File: src/rtl/uart_pkg.sv
// Shared types and constants for the UART byte transmitter.
package uart_pkg;

  typedef enum logic [2:0] {
    ST_IDLE,
    ST_START,
    ST_DATA,
    ST_PARITY,
    ST_STOP
  } tx_state_t;

  localparam int PAR_NONE = 0;
  localparam int PAR_EVEN = 1;
  localparam int PAR_ODD  = 2;

  localparam int UART_CLK_DIV_DEFAULT = 104;

  function automatic logic parity_bit(input int mode, input logic [7:0] b);
    return (mode == PAR_ODD) ? ~(^b) : (^b);
  endfunction

endpackage

File: src/rtl/uart_baud_cnt.sv
// Bit-period divider: counts 0..CLK_DIV-1 while enabled, pulses bit_done on the
// last cycle of each bit period.
module uart_baud_cnt
  import uart_pkg::*;
#(
  parameter int CLK_DIV = UART_CLK_DIV_DEFAULT
) (
  input  logic clk,
  input  logic rst,
  input  logic clear,
  input  logic enable,
  output logic bit_done
);

  localparam int CW = $clog2(CLK_DIV);
  localparam logic [CW-1:0] TC = CW'(CLK_DIV - 1);

  logic [CW-1:0] cnt;

  always_ff @(posedge clk or posedge rst) begin
    if (rst) begin
      cnt <= '0;
    end else if (clear || !enable || (cnt == TC)) begin
      cnt <= '0;
    end else begin
      cnt <= cnt + 1'b1;
    end
  end

  assign bit_done = enable && !clear && (cnt == TC);

endmodule

File: src/rtl/uart_byte_tx.sv
// UART frame serialiser: start, 8 data bits LSB first, optional parity, stop.
// Accepts one byte per frame through valid/ready; tx comes straight from a flop.
module uart_byte_tx
  import uart_pkg::*;
#(
  parameter int CLK_DIV = UART_CLK_DIV_DEFAULT,
  parameter int PARITY  = PAR_NONE
) (
  input  logic       clk,
  input  logic       rst,
  input  logic [7:0] data_in,
  input  logic       valid_in,
  output logic       ready_out,
  output logic       tx,
  output logic       busy
);

  // Unsupported parity codes fall back to no parity bit at all.
  localparam bit PAR_EN = (PARITY == PAR_EVEN) || (PARITY == PAR_ODD);

  tx_state_t  state;
  logic [7:0] shreg;
  logic [2:0] bit_idx;
  logic       par_q;
  logic       accept;
  logic       bit_done;

  assign accept    = (state == ST_IDLE) && valid_in;
  assign ready_out = (state == ST_IDLE);
  assign busy      = (state != ST_IDLE);

  uart_baud_cnt #(
    .CLK_DIV(CLK_DIV)
  ) u_baud (
    .clk     (clk),
    .rst     (rst),
    .clear   (accept),
    .enable  (busy),
    .bit_done(bit_done)
  );

  always_ff @(posedge clk or posedge rst) begin
    if (rst) begin
      state   <= ST_IDLE;
      shreg   <= '0;
      bit_idx <= '0;
      par_q   <= 1'b0;
      tx      <= 1'b1;
    end else begin
      case (state)
        ST_IDLE: begin
          tx <= 1'b1;
          if (valid_in) begin
            shreg   <= data_in;
            par_q   <= parity_bit(PARITY, data_in);
            bit_idx <= '0;
            state   <= ST_START;
            tx      <= 1'b0;
          end
        end
        ST_START: begin
          if (bit_done) begin
            state <= ST_DATA;
            tx    <= shreg[0];
          end
        end
        ST_DATA: begin
          if (bit_done) begin
            if (bit_idx == 3'd7) begin
              if (PAR_EN) begin
                state <= ST_PARITY;
                tx    <= par_q;
              end else begin
                state <= ST_STOP;
                tx    <= 1'b1;
              end
            end else begin
              // shreg[0] always holds the bit currently on the line.
              bit_idx <= bit_idx + 3'd1;
              shreg   <= {1'b0, shreg[7:1]};
              tx      <= shreg[1];
            end
          end
        end
        ST_PARITY: begin
          if (bit_done) begin
            state <= ST_STOP;
            tx    <= 1'b1;
          end
        end
        ST_STOP: begin
          tx <= 1'b1;
          if (bit_done) begin
            state <= ST_IDLE;
          end
        end
        default: begin
          state <= ST_IDLE;
          tx    <= 1'b1;
        end
      endcase
    end
  end

endmodule

File: config.mk
export PLATFORM = sky130hd
export DESIGN_NAME = uart_byte_tx
export DESIGN_NICKNAME = d
export VERILOG_FILES = /design/src/rtl/uart_pkg.sv /design/src/rtl/uart_baud_cnt.sv /design/src/rtl/uart_byte_tx.sv
export SDC_FILE = /design/constraint.sdc
export NUM_CORES = 1
export LEC_CHECK = 0
export ABC_AREA = 1
export ABC_CLOCK_PERIOD_IN_PS = 2890
export CORE_ASPECT_RATIO = 1.1
export CORE_MARGIN = 5
export CORE_UTILIZATION = 59
export CTS_CLUSTER_SIZE = 30
export DETAILED_ROUTE_END_ITERATION = 16
export PLACE_DENSITY = 0.95
export SLEW_MARGIN = 20
export SYNTH_ARGS = -nofsm -noshare
export SYNTH_HDL_FRONTEND = slang
export SYNTH_SLANG_ARGS = --single-unit
File: constraint.sdc
create_clock -name clk -period 2.89 [get_ports clk]
set_input_delay 0.4335 -clock clk [delete_from_list [all_inputs] [get_ports clk]]
set_output_delay 0.4335 -clock clk [all_outputs]
set_load 0.01 [all_outputs]
==> results.toml, run 1 <==
[clock_tree]
cts_tree = "done"
hold_buffers = 0
cts_resized = 0
cts-root-buf = "clkbuf_4"
cts.sinks = 22
post-cts-setup-buffer-count = 0
clk-insertion-delay-late_ns = 0.32
clk_path_buf_depth = 2
h-tree-depth = 1
clkTransAtPathRegs_ns = 0.13
numCtsBuffers = 3

[critical_path]
cp-start-kind = "register"
crit_path_max_incr_delay_ns = 0.54
cp_slowest_cell = "clkdlybuf4s50_1"
path_buf_inv = 2
path_cells = "nor2_2 -> nand2_2 -> inv_1 -> clkdlybuf4s50_1"
critPathMaxFanout = 7
cp-end-kind = "output pin"
critical_path_arrival_ns = 1.92
rr_worst_depth = 8
crit_start = "state[0]"
rrSetupSlack_ns = 1.15
crit_required_ns = 2.46
r2r_end = "shreg[1]"
crit_family = "buffers and inverters"
crit_end = "ready_out"
r2r_start = "u_baud.cnt[0]"
worstSetupPathType = "register to output pin"
path_depth = 4

[floorplanning]
fp.coreArea_um2 = 2180
die_h_um = 59.6
die_w_um = 55.1
pin_count = 14
start_util_pct = 60.5
rows = 18
dieArea_um2 = 3290

[synthesis]
synth_top_family_by_area = "simple AND/OR/NAND/NOR gates"
synthMuxAreaShare_pct = 0
synthAdderAreaFrac_pct = 2.84
synth_cell_types = 26
yosys.area_share.simple_pct = 44.3
syn_area_per_cell_um2 = 7.96
ys_seq_elements = 22
syn_nets = 180
synth_edf_count = 0
netlist_instances = 166
synth_compound_area_share_pct = 1.70
synthArstFlopShare_pct = 100
synth_flop_cell = "dfrtp_1"
synth-xor-area-share_pct = 0.663
seq_area_frac_synth_pct = 41.8
synth_warnings = 0
syn_area_um2 = 1320

[global_route]
grt_overflow = 0
grt_max_degree = 23
grt_pass1_wl_mm = 4.42
grt_pass1_vias = 1094
grt.total_usage_pct = 18.3
antenna_found_initial = 0

[power_and_ir_drop]
p_switching_uw = 113
switching_share_pct = 19.6
internal_power_uw = 463
pwr-share-comb_pct = 4.3
clkPwrFrac_pct = 42.2
power_density_nw_per_um2 = 385
p_leak_nw = 0.777
seq_power_share_pct = 53.5
ir_drop_uv = 332
total_power_uw = 576

[timing]
tns_ns = 0
tightest_slew_ns = 0.857
rsz0062_at_grt = "false"
clock.fmax_mhz = 424
min_period_over_period_pct = 81.5
finalMaxSlewViolations = 0
setup_violations = 0
timing.final.crit_period_ns = 2.36
worst_slack_ns = 0.534
skew_ns = 0.00171
hold_ws_ns = 0.473
slew_headroom_pct = 42.8
finalHoldViolCount = 0

[run]
maxCapViolations = 0

[final_layout]
nets = 194
syn_to_final_growth_pct = 13.1
num_antenna_cells = 0
drive_above_1_share_pct = 21.2
layout_commonest_cell = "nand2_1"
final_cell_area_um2 = 1490
mostFrequentLayoutCells = "46 x nand2_1, 22 x nand2_2, 21 x nand3_1, 21 x dfrtp_1, 14 x inv_1"

[place]
port_buffers = 13
postPlaceCellArea_um2 = 1440
dp_hpwl_mm = 1.95
place_ws_ns = 0.918
place_congestion = 0.918

[detailed_routing]
final_antenna_net_count = 0
wl_per_cell_um = 12.5
num_vias = 1103
vias_per_cell = 5.28
drt_iter0_drc = 23
first_pass_iters = 4
route.detailed.drc = 0
wirelength_mm = 2.62

[hold_path]
min_path_type = "register to register"

[outcome]
status = "finished, final reports clean"
## metrics by stage
stage	util (%)	instances
2_1_floorplan	-	166
3_3_place_gp	66.0	205
4_1_cts	68.4	209
5_1_grt	68.4	209
6_report	68.4	209
3_5_place_dp	66.0	205
## power by group through the flow
stage / combinational [mW] / clock (mW) / sequential (mW)
floorplan: 0.00943 / 0 / 0.314
global placement: 0.0246 / 0 / 0.314
detailed placement: 0.0255 / 0 / 0.314
CTS: 0.0256 / 0.246 / 0.308
global route: 0.0272 / 0.260 / 0.308
finish: 0.0250 / 0.243 / 0.308
## layout make-up
type,count,area (um^2)
Clock buffer,3,22.5
Clock inverter,1,30.0
Fill cell,184,691
Inverter,18,67.6
Multi-Input combinational cell,122,654
Sequential cell,22,552
Tap cell,30,37.5
Timing Repair Buffer,13,130
## worst min-delay path by stage
stage,start,endpoint,slack [ns],depth (start not counted)
floorplan,rst,bit_idx[0],0.42,1
global placement,u_baud.cnt[0],u_baud.cnt[0],0.45,1
detailed placement,u_baud.cnt[0],u_baud.cnt[0],0.46,1
CTS,u_baud.cnt[0],u_baud.cnt[0],0.47,1
global route,u_baud.cnt[0],u_baud.cnt[0],0.50,1
finish,u_baud.cnt[0],u_baud.cnt[0],0.47,1
## cell usage after synthesis, types with 2 or more instances
library cell / number / area share [%]
nand2_1: 46 / 13
nor3_1: 2 / 0.76
inv_1: 14 / 4.0
nor2_2: 2 / 0.95
inv_2: 4 / 1.1
nand2_2: 22 / 10
nand3_1: 21 / 8.0
nand4_1: 3 / 1.4
buf_6: 2 / 1.7
nor2_1: 12 / 3.4
ha_1: 3 / 2.8
dfrtp_1: 21 / 40
## metal layers
metal | global-route usage, % | up-vias | routed length, um
li1 | - | 548 | -
met1 | 21.9 | 509 | 1080
met2 | 31.9 | 39 | 1340
met3 | 2.27 | 7 | 137
met4 | 7.99 | 0 | 61
met5 | 0 | - | 0
## logic make-up after synthesis
| group | Yosys count |
|---|---|
| AO/OA/AOI/OAI | 4 |
| XOR/XNOR | 1 |
| adder cells (fa/ha/maj) | 3 |
| buffers and inverters | 22 |
| flip-flops | 22 |
| AND/OR/NAND/NOR | 114 |
## registers in the layout, summed over array words and instances, names as in the netlist
register,flops
u_baud.cnt,7
bit_idx,3
tx,1
state,3
shreg,8
No activity file was read; power rests on OpenSTA's default activity.
==> inputs of run 2 (changes only) <==
--- a/config.mk
+++ b/config.mk
@@ -6,13 +6,13 @@
 export NUM_CORES = 1
 export LEC_CHECK = 0
 export ABC_AREA = 1
-export ABC_CLOCK_PERIOD_IN_PS = 2890
+export ABC_CLOCK_PERIOD_IN_PS = 2400
 export CORE_ASPECT_RATIO = 1.1
 export CORE_MARGIN = 5
-export CORE_UTILIZATION = 59
+export CORE_UTILIZATION = 55
 export CTS_CLUSTER_SIZE = 30
 export DETAILED_ROUTE_END_ITERATION = 16
-export PLACE_DENSITY = 0.95
+export PLACE_DENSITY = 0.9
 export SLEW_MARGIN = 20
 export SYNTH_ARGS = -nofsm -noshare
 export SYNTH_HDL_FRONTEND = slang
==> constraint.sdc (replaced) <==
create_clock -name clk -period 2.4 [get_ports clk]
set_input_delay 0.36 -clock clk [delete_from_list [all_inputs] [get_ports clk]]
set_output_delay 0.36 -clock clk [all_outputs]
set_load 0.01 [all_outputs]
==> results.toml, run 2 (synthesis results as in run 1) <==
[floorplanning]
pin_count = 14
die_w_um = 56.7
rows = 18
dieArea_um2 = 3480
die_h_um = 61.4
fp.coreArea_um2 = 2270
start_util_pct = 58.1

[timing]
timing.final.crit_period_ns = 2.28
rsz0062_at_grt = "false"
min_period_over_period_pct = 95.0
clock.fmax_mhz = 439
skew_ns = 0.00425
hold_ws_ns = 0.367
slew_headroom_pct = 72.9
tns_ns = 0
tightest_slew_ns = 0.405
setup_violations = 0
finalMaxSlewViolations = 0
finalHoldViolCount = 0
worst_slack_ns = 0.120

[clock_tree]
clk-insertion-delay-late_ns = 0.32
clk_path_buf_depth = 2
post-cts-setup-buffer-count = 0
cts-root-buf = "clkbuf_4"
cts_tree = "done"
clkTransAtPathRegs_ns = 0.13
cts_resized = 0
numCtsBuffers = 3
cts.sinks = 22
hold_buffers = 0
h-tree-depth = 1

[final_layout]
layout_commonest_cell = "nand2_1"
largest_registers = "shreg (8), u_baud.cnt (7)"
mostFrequentLayoutCells = "46 x nand2_1, 22 x nand2_2, 21 x nand3_1, 21 x dfrtp_1, 14 x inv_1"
fill_cells = 183
drive_above_1_share_pct = 21.7
instances_no_fill = 210
largest_reg_flops = 8
top_register = "shreg"
nets = 195
final_core_util_pct = 66.0
final_cell_area_um2 = 1500
syn_to_final_growth_pct = 13.6
num_antenna_cells = 0

[critical_path]
path_buf_inv = 2
crit_required_ns = 2.04
crit_path_max_incr_delay_ns = 0.54
cp-start-kind = "register"
crit_family = "buffers and inverters"
path_cells = "nor2_2 -> nand2_2 -> inv_1 -> clkdlybuf4s50_1"
worstSetupPathType = "register to output pin"
cp-end-kind = "output pin"
critPathMaxFanout = 7
cp_slowest_cell = "clkdlybuf4s50_1"
critical_path_arrival_ns = 1.92
rrSetupSlack_ns = 0.65

[place]
place_ws_ns = 0.499
postPlaceCellArea_um2 = 1450
place_congestion = 0.785
dp_hpwl_mm = 1.91
port_buffers = 13
dp.cells = 206

[power_and_ir_drop]
total_power_uw = 691
ir_drop_uv = 481
p_leak_nw = 0.782
power_density_nw_per_um2 = 460

[detailed_routing]
wirelength_mm = 2.59
final_antenna_net_count = 0
route.detailed.drc = 0
first_pass_iters = 4
num_vias = 1094
drt_iter0_drc = 41
wl_per_cell_um = 12.3
vias_per_cell = 5.21

[global_route]
grt.total_usage_pct = 16.3
grt_overflow = 0
grt_pass1_vias = 1027
antenna_found_initial = 0
grt_max_degree = 23
grt_pass1_wl_mm = 4.35

[outcome]
status = "finished, final reports clean"

[hold_path]
min_path_type = "input pin to async pin"

[run]
maxCapViolations = 0
-- run 2: cell type report --
type / count / area, um^2 / area share (%)
Clock inverter: 1 / 30.0 / 2.00
Timing Repair Buffer: 14 / 138 / 9.17
Tap cell: 30 / 37.5 / 2.50
Inverter: 18 / 67.6 / 4.50
Multi-Input combinational cell: 122 / 654 / 43.6
Clock buffer: 3 / 22.5 / 1.50
Sequential cell: 22 / 552 / 36.7
-- run 2: where the power goes --
group	internal (mW)	switching (mW)
Clock	0.169	0.120
Combinational	0.0186	0.0132
Sequential	0.371	0
Total	0.558	0.133
-- run 2: layer usage --
| metal | global-route usage [%] | wire [um] | share of wire, % | vias up |
|---|---|---|---|---|
| met5 | 0 | 0 | 0 | - |
| met4 | 9.27 | 42 | 1.6 | 0 |
| met3 | 4.19 | 143 | 5.5 | 5 |
| met2 | 28.7 | 1300 | 50 | 38 |
| met1 | 18.3 | 1110 | 43 | 500 |
| li1 | - | - | - | 551 |
-- run 2: final timing paths --
path,endpoint,depth (start not counted),from
setup / recovery,ready_out,4,state[0]
hold / removal,shreg[5],3,rst
setup reg to reg,bit_idx[1],8,u_baud.cnt[0]
hold reg to reg,u_baud.cnt[0],1,u_baud.cnt[0]
max in group asynchronous,tx,3,rst
min in group clk,u_baud.cnt[0],1,u_baud.cnt[0]
-- run 2: worst reg2reg max path: cells and delay by family, from the launching register on --
family	cells	cell delay (ns)
adder cells (fa/ha/maj)	1	0.19
buffers and inverters	1	0.13
flip-flops	1	0.40
AND/OR/NAND/NOR	6	0.94
==> inputs of run 3 (changes only) <==
--- a/config.mk
+++ b/config.mk
@@ -12,8 +12,8 @@
 export CORE_UTILIZATION = 55
 export CTS_CLUSTER_SIZE = 30
 export DETAILED_ROUTE_END_ITERATION = 16
+export MAX_ROUTING_LAYER = met4
 export PLACE_DENSITY = 0.9
-export SLEW_MARGIN = 20
 export SYNTH_ARGS = -nofsm -noshare
 export SYNTH_HDL_FRONTEND = slang
 export SYNTH_SLANG_ARGS = --single-unit
==> results.toml, run 3 (synthesis results as in run 1) <==
[outcome]
status = "finished, final reports clean"

[final_layout]
layout_commonest_cell = "nand2_1"
nets = 195
largest_reg_flops = 8
mostFrequentLayoutCells = "46 x nand2_1, 22 x nand2_2, 21 x nand3_1, 21 x dfrtp_1, 14 x inv_1"
largest_registers = "shreg (8), u_baud.cnt (7)"
final_cell_area_um2 = 1500
fill_cells = 183
num_antenna_cells = 0
syn_to_final_growth_pct = 13.6
top_register = "shreg"
drive_above_1_share_pct = 21.7

[clock_tree]
h-tree-depth = 1
clk_path_buf_depth = 2
hold_buffers = 0
clkTransAtPathRegs_ns = 0.13
numCtsBuffers = 3
cts-root-buf = "clkbuf_4"
post-cts-setup-buffer-count = 0
cts.sinks = 22
clk-insertion-delay-late_ns = 0.32
cts_tree = "done"
cts_resized = 0

[place]
dp_hpwl_mm = 1.91
port_buffers = 13
place_congestion = 0.796
postPlaceCellArea_um2 = 1450

[floorplanning]
dieArea_um2 = 3480
start_util_pct = 58.1
pin_count = 14
fp.coreArea_um2 = 2270
die_h_um = 61.4
die_w_um = 56.7
rows = 18

[global_route]
grt_pass1_vias = 1030
grt_overflow = 0
grt.total_usage_pct = 16.8
grt_pass1_wl_mm = 4.35
grt_max_degree = 23
antenna_found_initial = 0

[critical_path]
cp_slowest_cell = "clkdlybuf4s50_1"
path_buf_inv = 2
r2r_end = "bit_idx[1]"
cp-end-kind = "output pin"
worstSetupPathType = "register to output pin"
rr_worst_depth = 8
crit_required_ns = 2.04
r2r_start = "u_baud.cnt[0]"
rrSetupSlack_ns = 0.66
critPathMaxFanout = 7
critical_path_arrival_ns = 1.91
path_cells = "nor2_2 -> nand2_2 -> inv_1 -> clkdlybuf4s50_1"
crit_path_max_incr_delay_ns = 0.54
crit_family = "buffers and inverters"
cp-start-kind = "register"

[power_and_ir_drop]
ir_drop_uv = 480
p_leak_nw = 0.782
power_density_nw_per_um2 = 460

[timing]
rsz0062_at_grt = "false"
tns_ns = 0
setup_violations = 0
slew_headroom_pct = 72.7
skew_ns = 0.00332
tightest_slew_ns = 0.407
min_period_over_period_pct = 94.5
finalHoldViolCount = 0
timing.final.crit_period_ns = 2.27
clock.fmax_mhz = 441
finalMaxSlewViolations = 0

[hold_path]
min_path_type = "input pin to async pin"

[run]
maxCapViolations = 0

[detailed_routing]
vias_per_cell = 5.21
route.detailed.drc = 0
wirelength_mm = 2.57
wl_per_cell_um = 12.2
first_pass_iters = 4
drt_iter0_drc = 32
num_vias = 1095
final_antenna_net_count = 0
==> run 3: through the flow <==
| stage | power (mW) | hold slack, ns | util, % | cells | setup WS [ns] |
|---|---|---|---|---|---|
| floorplan | 0.389 | 0.348 | - | 166 | 0.966 |
| global placement | 0.409 | 0.450 | 63.7 | 206 | 0.587 |
| detailed placement | 0.410 | 0.463 | 63.7 | 206 | 0.499 |
| CTS | 0.700 | 0.369 | 66.0 | 210 | 0.123 |
| global route | 0.722 | 0.369 | 66.0 | 210 | 0.0384 |
| finish | 0.691 | 0.368 | 66.0 | 210 | 0.131 |
==> run 3: final cells by class <==
cell class / count / area, um^2 / share of cell area [%]
Clock inverter: 1 / 30.0 / 2.00
Timing Repair Buffer: 14 / 138 / 9.17
Sequential cell: 22 / 552 / 36.7
Clock buffer: 3 / 22.5 / 1.50
Inverter: 18 / 67.6 / 4.50
Tap cell: 30 / 37.5 / 2.50
Multi-Input combinational cell: 122 / 654 / 43.6
==> run 3: worst reg2reg max path, stage by stage (launching register included) <==
cell and delay (ns):
dfrtp_1 0.40, ha_1 0.19, nand2_1 0.07, inv_1 0.13
nand3_1 0.26, nand2_4 0.23, nand3_4 0.21, nand2_1 0.11
nand2_1 0.06
==> run 3: metal layers <==
metal	part of all wire, %	track usage [%]	vias up
met5	0	-	-
met4	2.3	9.27	0
met3	5.3	3.98	7
met2	50	28.7	35
met1	42	18.5	501
li1	-	-	552
==> run 3: worst max-delay path by stage <==
stage	from	to	slack (ns)	cells past startpoint
4_1_cts	state[0]	ready_out	0.12	4
5_1_grt	state[0]	ready_out	0.04	4
2_1_floorplan	bit_idx[0]	bit_idx[0]	0.97	9
3_5_place_dp	state[0]	ready_out	0.50	4
3_3_place_gp	state[0]	ready_out	0.59	4
6_report	state[0]	ready_out	0.13	4
==> run 3: power by group <==
part	leakage, nW	internal [mW]	switching [mW]
logic	0.470	0.0186	0.0130
registers	0.284	0.371	0
clock network	0.0279	0.169	0.119
==> RTL edit 1: new RTL, flow settings as in run 2 <==
The 5 states of `tx_state_t` get a Gray code encoding in 3 bits.
--- a/src/rtl/uart_pkg.sv
+++ b/src/rtl/uart_pkg.sv
@@ -2,11 +2,11 @@
 package uart_pkg;
 
   typedef enum logic [2:0] {
-    ST_IDLE,
-    ST_START,
-    ST_DATA,
-    ST_PARITY,
-    ST_STOP
+    ST_IDLE   = 3'b000,
+    ST_START  = 3'b001,
+    ST_DATA   = 3'b011,
+    ST_PARITY = 3'b010,
+    ST_STOP   = 3'b110
   } tx_state_t;
 
   localparam int PAR_NONE = 0;
Function: same outputs for any inputs over 10 cycles, from zero or initial values and one cycle with rst high; not proved beyond that.
==> RTL edit 1 against run 2 <==
  * Clock skew increased by 0.00087 ns
  * Sequential cell count unchanged
  * Worst hold slack improved by 0.11 ns
  * Setup slack improved by 0.18 ns
  * Non-clock buffer count decreased by 1
  * Wire length decreased by 11%
  * Count of clock-buffer cells in the layout increased by 1
  * Via count decreased by 6.5%
  * Synthesized area decreased by 8.0%
  * Final area decreased by 7.2%
Power is not compared: it rests on default switching activity, and its combinational part moved more than twofold at a synthesized area within 25%.
==> RTL edit 1: results (changes against run 2) <==
- The flow ran to the end, and the final reports show no timing, DRC or antenna violations.
* Measured slew at the worst slew-check pin: 0.828 ns (+0.423 ns)
- Sequential-to-total area share from yosys stat: 45.4% (+3.6 points)
- The count of synthesis-stage warnings from yosys was 0 (unchanged).
- The wire length of the first global-routing pass was 4330 microns (-0.46%).
* Number of antenna violations at the first check in global routing: 0 (unchanged)
- The number of H-tree branching levels is 1 (unchanged).
- IR analysis of the VDD net gives a maximum drop of roughly 0.00076 V.
* Worst endpoint data arrival time: 1.74 ns (-0.18 ns)
* Placed wire-length estimate after detailed placement: 1750 microns (-8.3%)
- The first-pass detailed-route iteration total was 4 (unchanged).
- The number of buffers between clock root and the deepest sink came to 2 (unchanged).
- Root buf cell: clkbuf_4
- The port buffer count was 13 (unchanged).
- Clock Skew: 0.00512 ns (+0.000873 ns)
- DR iter-0 viols: 36 (-12%)
- The fraction of registers with async set/reset is 100% (unchanged).
- The number of inserted diodes came to 0 (unchanged).
* Via count of the routed design: 1023 (-6.5%)
- The most critical setup path has its startpoint at state[2]$_DFFE_PP0P_.
- Cell variety after synth: 25 (-3.8%)
- The startpoint identified for the worst register-to-register timing path is u_baud.cnt[0]$_DFF_PP0_.
- The fraction of layout instances using a drive strength above 1 was 11.8% (-9.8 points).
- Startpoint of the most critical hold path: u_baud.cnt[0]$_DFF_PP0_
- The number of buffers inserted by post-CTS setup repair was 0 (unchanged).
- Commonest cells in the netlist: nand2_1, dfrtp_1, nand3_1
- Global placer's final weighted congestion: 0.877 (+12%)
* Area contributors post-synth: dfrtp_1, nand2_1, nand3_1
- The later pin in the worst-skew pair is clocked with a latency of 0.31 ns.
* Detailed Route WL: 2320 microns (-11%)
- Pin count of the biggest net entering global routing: 23 (unchanged)
* Total global-route track usage: 18.1% (+1.7 points)
- The analysis attributes to cell leakage a power of 0.712 nW.
- Post-cts sizing count: 0 (unchanged)
* Top Registers: shreg: 8 flops, u_baud.cnt: 7 flops
- The post-synth net total was 169 (-6.1%).
* Path category of the worst min-delay check: reg2reg
- Clock slew at reported path FFs: 0.12 ns
- The number of buffers inserted during clock tree synthesis was 3 (unchanged).
- The maximum fanout along the worst path was 7 (unchanged).
* Net count of the finished layout: 184 (-5.6%)
* Predominant post-synthesis flop cell: dfrtp_1
==> RTL edit 1: layout make-up <==
| cell class | count | area (sq um) |
|---|---|---|
| Tap cell | 28 | 35.0 |
| Inverter | 13 | 48.8 |
| Clock buffer | 4 | 36.3 |
| Timing Repair Buffer | 13 | 130 |
| Sequential cell | 22 | 552 |
| Fill cell | 180 | 669 |
| Multi-Input combinational cell | 117 | 592 |
==> RTL edit 1: cell families after synthesis <==
| family | synth area share [%] |
|---|---|
| compound gates | 5.97 |
| buf+inv | 5.97 |
| simple gates | 39.6 |
| flops | 45.4 |
| fa+ha+maj | 3.09 |
==> RTL edit 1: worst max-delay path: stages (launching register included) <==
cell and delay [ns]:
dfrtp_1 0.50, nor2_2 0.21, nand2_4 0.11, inv_1 0.08
clkdlybuf4s50_1 0.53
==> RTL edit 1: path summary, 6_finish.rpt <==
check / end / slack [ns] / cells past startpoint
max reg2reg: state[1]$_DFFE_PP0P_ / 0.61 / 8
min reg2reg: u_baud.cnt[0]$_DFF_PP0_ / 0.47 / 1
min: u_baud.cnt[0]$_DFF_PP0_ / 0.47 / 1
max: ready_out / 0.30 / 4
max in group asynchronous: u_baud.cnt[2]$_DFF_PP0_ / 1.39 / 2
min in group asynchronous: u_baud.cnt[4]$_DFF_PP0_ / 0.50 / 2
==> RTL edit 1: report_power, final <==
group	internal (mW)	leakage [nW]	switching (mW)	total [mW]
clock	0.0928	0.0210	0.109	0.202
sequential	0.521	0.283	0.117	0.638
combinational	0.317	0.409	0.550	0.867
==> RTL edit 1: layer usage <==
layer / global-route usage (%) / vias to the layer above / routed length [microns]
li1: - / 521 / -
met1: 20.9 / 475 / 1020
met2: 30.4 / 23 / 1160
met3: 4.79 / 4 / 106
met4: 7.83 / 0 / 36
met5: 0 / - / 0
==> RTL edit 1: through the flow <==
| step | cell area, sq um | setup WS (ns) | util [%] | instances |
|---|---|---|---|---|
| finish | 1390 | 0.303 | 67.6 | 197 |
| detailed placement | 1360 | 0.638 | 65.8 | 193 |
| CTS | 1390 | 0.316 | 67.6 | 197 |
| floorplan | 1220 | 0.988 | - | 155 |
| global placement | 1360 | 0.685 | 65.8 | 193 |
| global route | 1390 | 0.198 | 67.6 | 197 |
==> RTL edit 2: new RTL, flow settings as in run 2 <==
Without the edit above. `UART_CLK_DIV_DEFAULT`: 104 -> 208.
--- a/src/rtl/uart_pkg.sv
+++ b/src/rtl/uart_pkg.sv
@@ -13,7 +13,7 @@
   localparam int PAR_EVEN = 1;
   localparam int PAR_ODD  = 2;
 
-  localparam int UART_CLK_DIV_DEFAULT = 104;
+  localparam int UART_CLK_DIV_DEFAULT = 208;
 
   function automatic logic parity_bit(input int mode, input logic [7:0] b);
     return (mode == PAR_ODD) ? ~(^b) : (^b);
Function: no difference found for any inputs over 10 cycles, from zero or initial values and one cycle with rst high; that may be too few to reach the edited logic, so the function may still have changed.
==> RTL edit 2 against run 2 <==
  * Count of clock-buffer cells in the layout rose by 1
  * Via count fell by 1.6%
  * Synthesized area fell by 0.95%
  * Worst hold slack barely moved
  * Wire length fell by 6.1%
  * Clock skew fell by 0.00098 ns
  * Sequential power rose by 5%
  * Sequential cell count rose by 1
  * First-iteration DRC count rose by 17%
  * Final area fell by 2.9%
  * Power fell by 14%
  * Setup slack improved by 0.17 ns
  * Global-route usage rose by 0.41 points
  * Critical path type unchanged
  * Highest routed layer unchanged
==> RTL edit 2: results (changes against run 2) <==
- The instance area at placement is 1430 sq um (-1.2%).
- Placed wire-length estimate after detailed placement: 1820 microns (-4.7%)
* Final standard cell area without fillers: 1460 sq um (-2.9%)
* Measured slew at the worst slew-check pin: 0.341 ns (-0.0647 ns)
- The run finished with clean final reports.
* Wire length of the first global-routing pass: 4530 microns (+4.0%)
* DR iter-0 viols: 48 (+17%)
- The post-cts gate resize count was 0 (unchanged).
- Global placer's final weighted congestion: 0.830 (+5.8%)
- Met2 capacity usage during global routing: 30.9% (+2.1 points)
- Complex-gate fraction of the synthesized area: 2.01% (+0.30 points)
- The proportion of total power due to net switching was 21.2% (+2.0 points).
- Via density per instance: 5.08 (-2.6%)
* Met2 wire length: 1160 microns (-10%)
- Fin cells: 212 (+0.95%)
* Critical R2R Launch: state[2]$_DFFE_PP0P_
- Area contributors post-synth: dfrtp_1, nand2_1, nand3_1
- Combinational Power: 0.0309 mW (-3%)
- The met3 track demand over resource was 2.31% (-1.9 points).
* Worst slack at placement: 0.629 ns (+0.130 ns)
- The total power density per cell area is 410 nW/um^2 (-11%).
- The static power due to leakage was 0.776 nW (-0.74%).
- The data arrival time of the critical path is 1.75 ns (-0.17 ns).
- Sequential-to-total area share from yosys stat: 44.1% (+2.3 points)
* Number of nets in the synthesized netlist: 183 (+1.7%)
- The average cell area after synthesis came to 7.74 sq um (-2.7%).
* Crit path max fanout: 6 (-1)
- Layout cell share with drive strength beyond 1: 10.4% (-11 points)
- The setup clock skew after layout was 0.00327 ns (-0.000979 ns).
* Met1 capacity usage during global routing: 19.6% (+1.3 points)
- Vias in the first global route: 1080 (+5.2%)
* Detailed Route WL: 2430 microns (-6.1%)
- The number of nets at the end of the flow came to 197 (+1.0%).
- The clock network power consumption was 0.179 mW (-38%).
* Top Registers: shreg: 8 flops, u_baud.cnt: 8 flops
- Worst-case hold slack: 0.367 ns (-0.000461 ns)
- The adder and majority gate portion of the synthesized area is 2.87% (+0.027 points).
* Cell variety after synth: 22 (-15%)
- The global-route usage over all layers is 16.7% (+0.41 points).
* Root buf cell: clkbuf_4
- The maximum ir drop on the vdd rail was 0.000383 V (-20%).
- Commonest cells in the netlist: nand2_1, dfrtp_1, inv_1
- M1 wire length: 1150 microns (+4.2%)
RTL edit 2: cell count changes after synthesis, sizes merged:
cell / delta
a21oi: +1
buf: +1
dfrtp: +1
inv: +2
nand2: +3
nand3: -5
nand3b: -1
nor2: -1
nor3b: +2
nor4: +1
o21ai: -1
o21bai: -1
xor2: +1
RTL edit 2: worst max path at each step:
stage,cells after the start,slack (ns),end
floorplan,9,0.94,bit_idx[0]$_DFFE_PP0P_
global placement,4,0.65,ready_out
detailed placement,4,0.63,ready_out
CTS,4,0.27,ready_out
global route,4,0.17,ready_out
finish,4,0.29,ready_out
RTL edit 2: logic make-up after synthesis:
logic type / count (synthesis)
compound gates: 3
xor+xnor: 2
fa+ha+maj: 3
buf+inv: 25
flops: 23
simple gates: 113
RTL edit 2: final cells by class:
| type | instances | share of cell area, % |
|---|---|---|
| well taps | 30 | 2.58 |
| inverters | 20 | 5.15 |
| repair buffers | 14 | 9.44 |
| flip-flops and latches | 23 | 39.6 |
| clock buffers | 4 | 1.80 |
| multi-input cells | 121 | 41.5 |
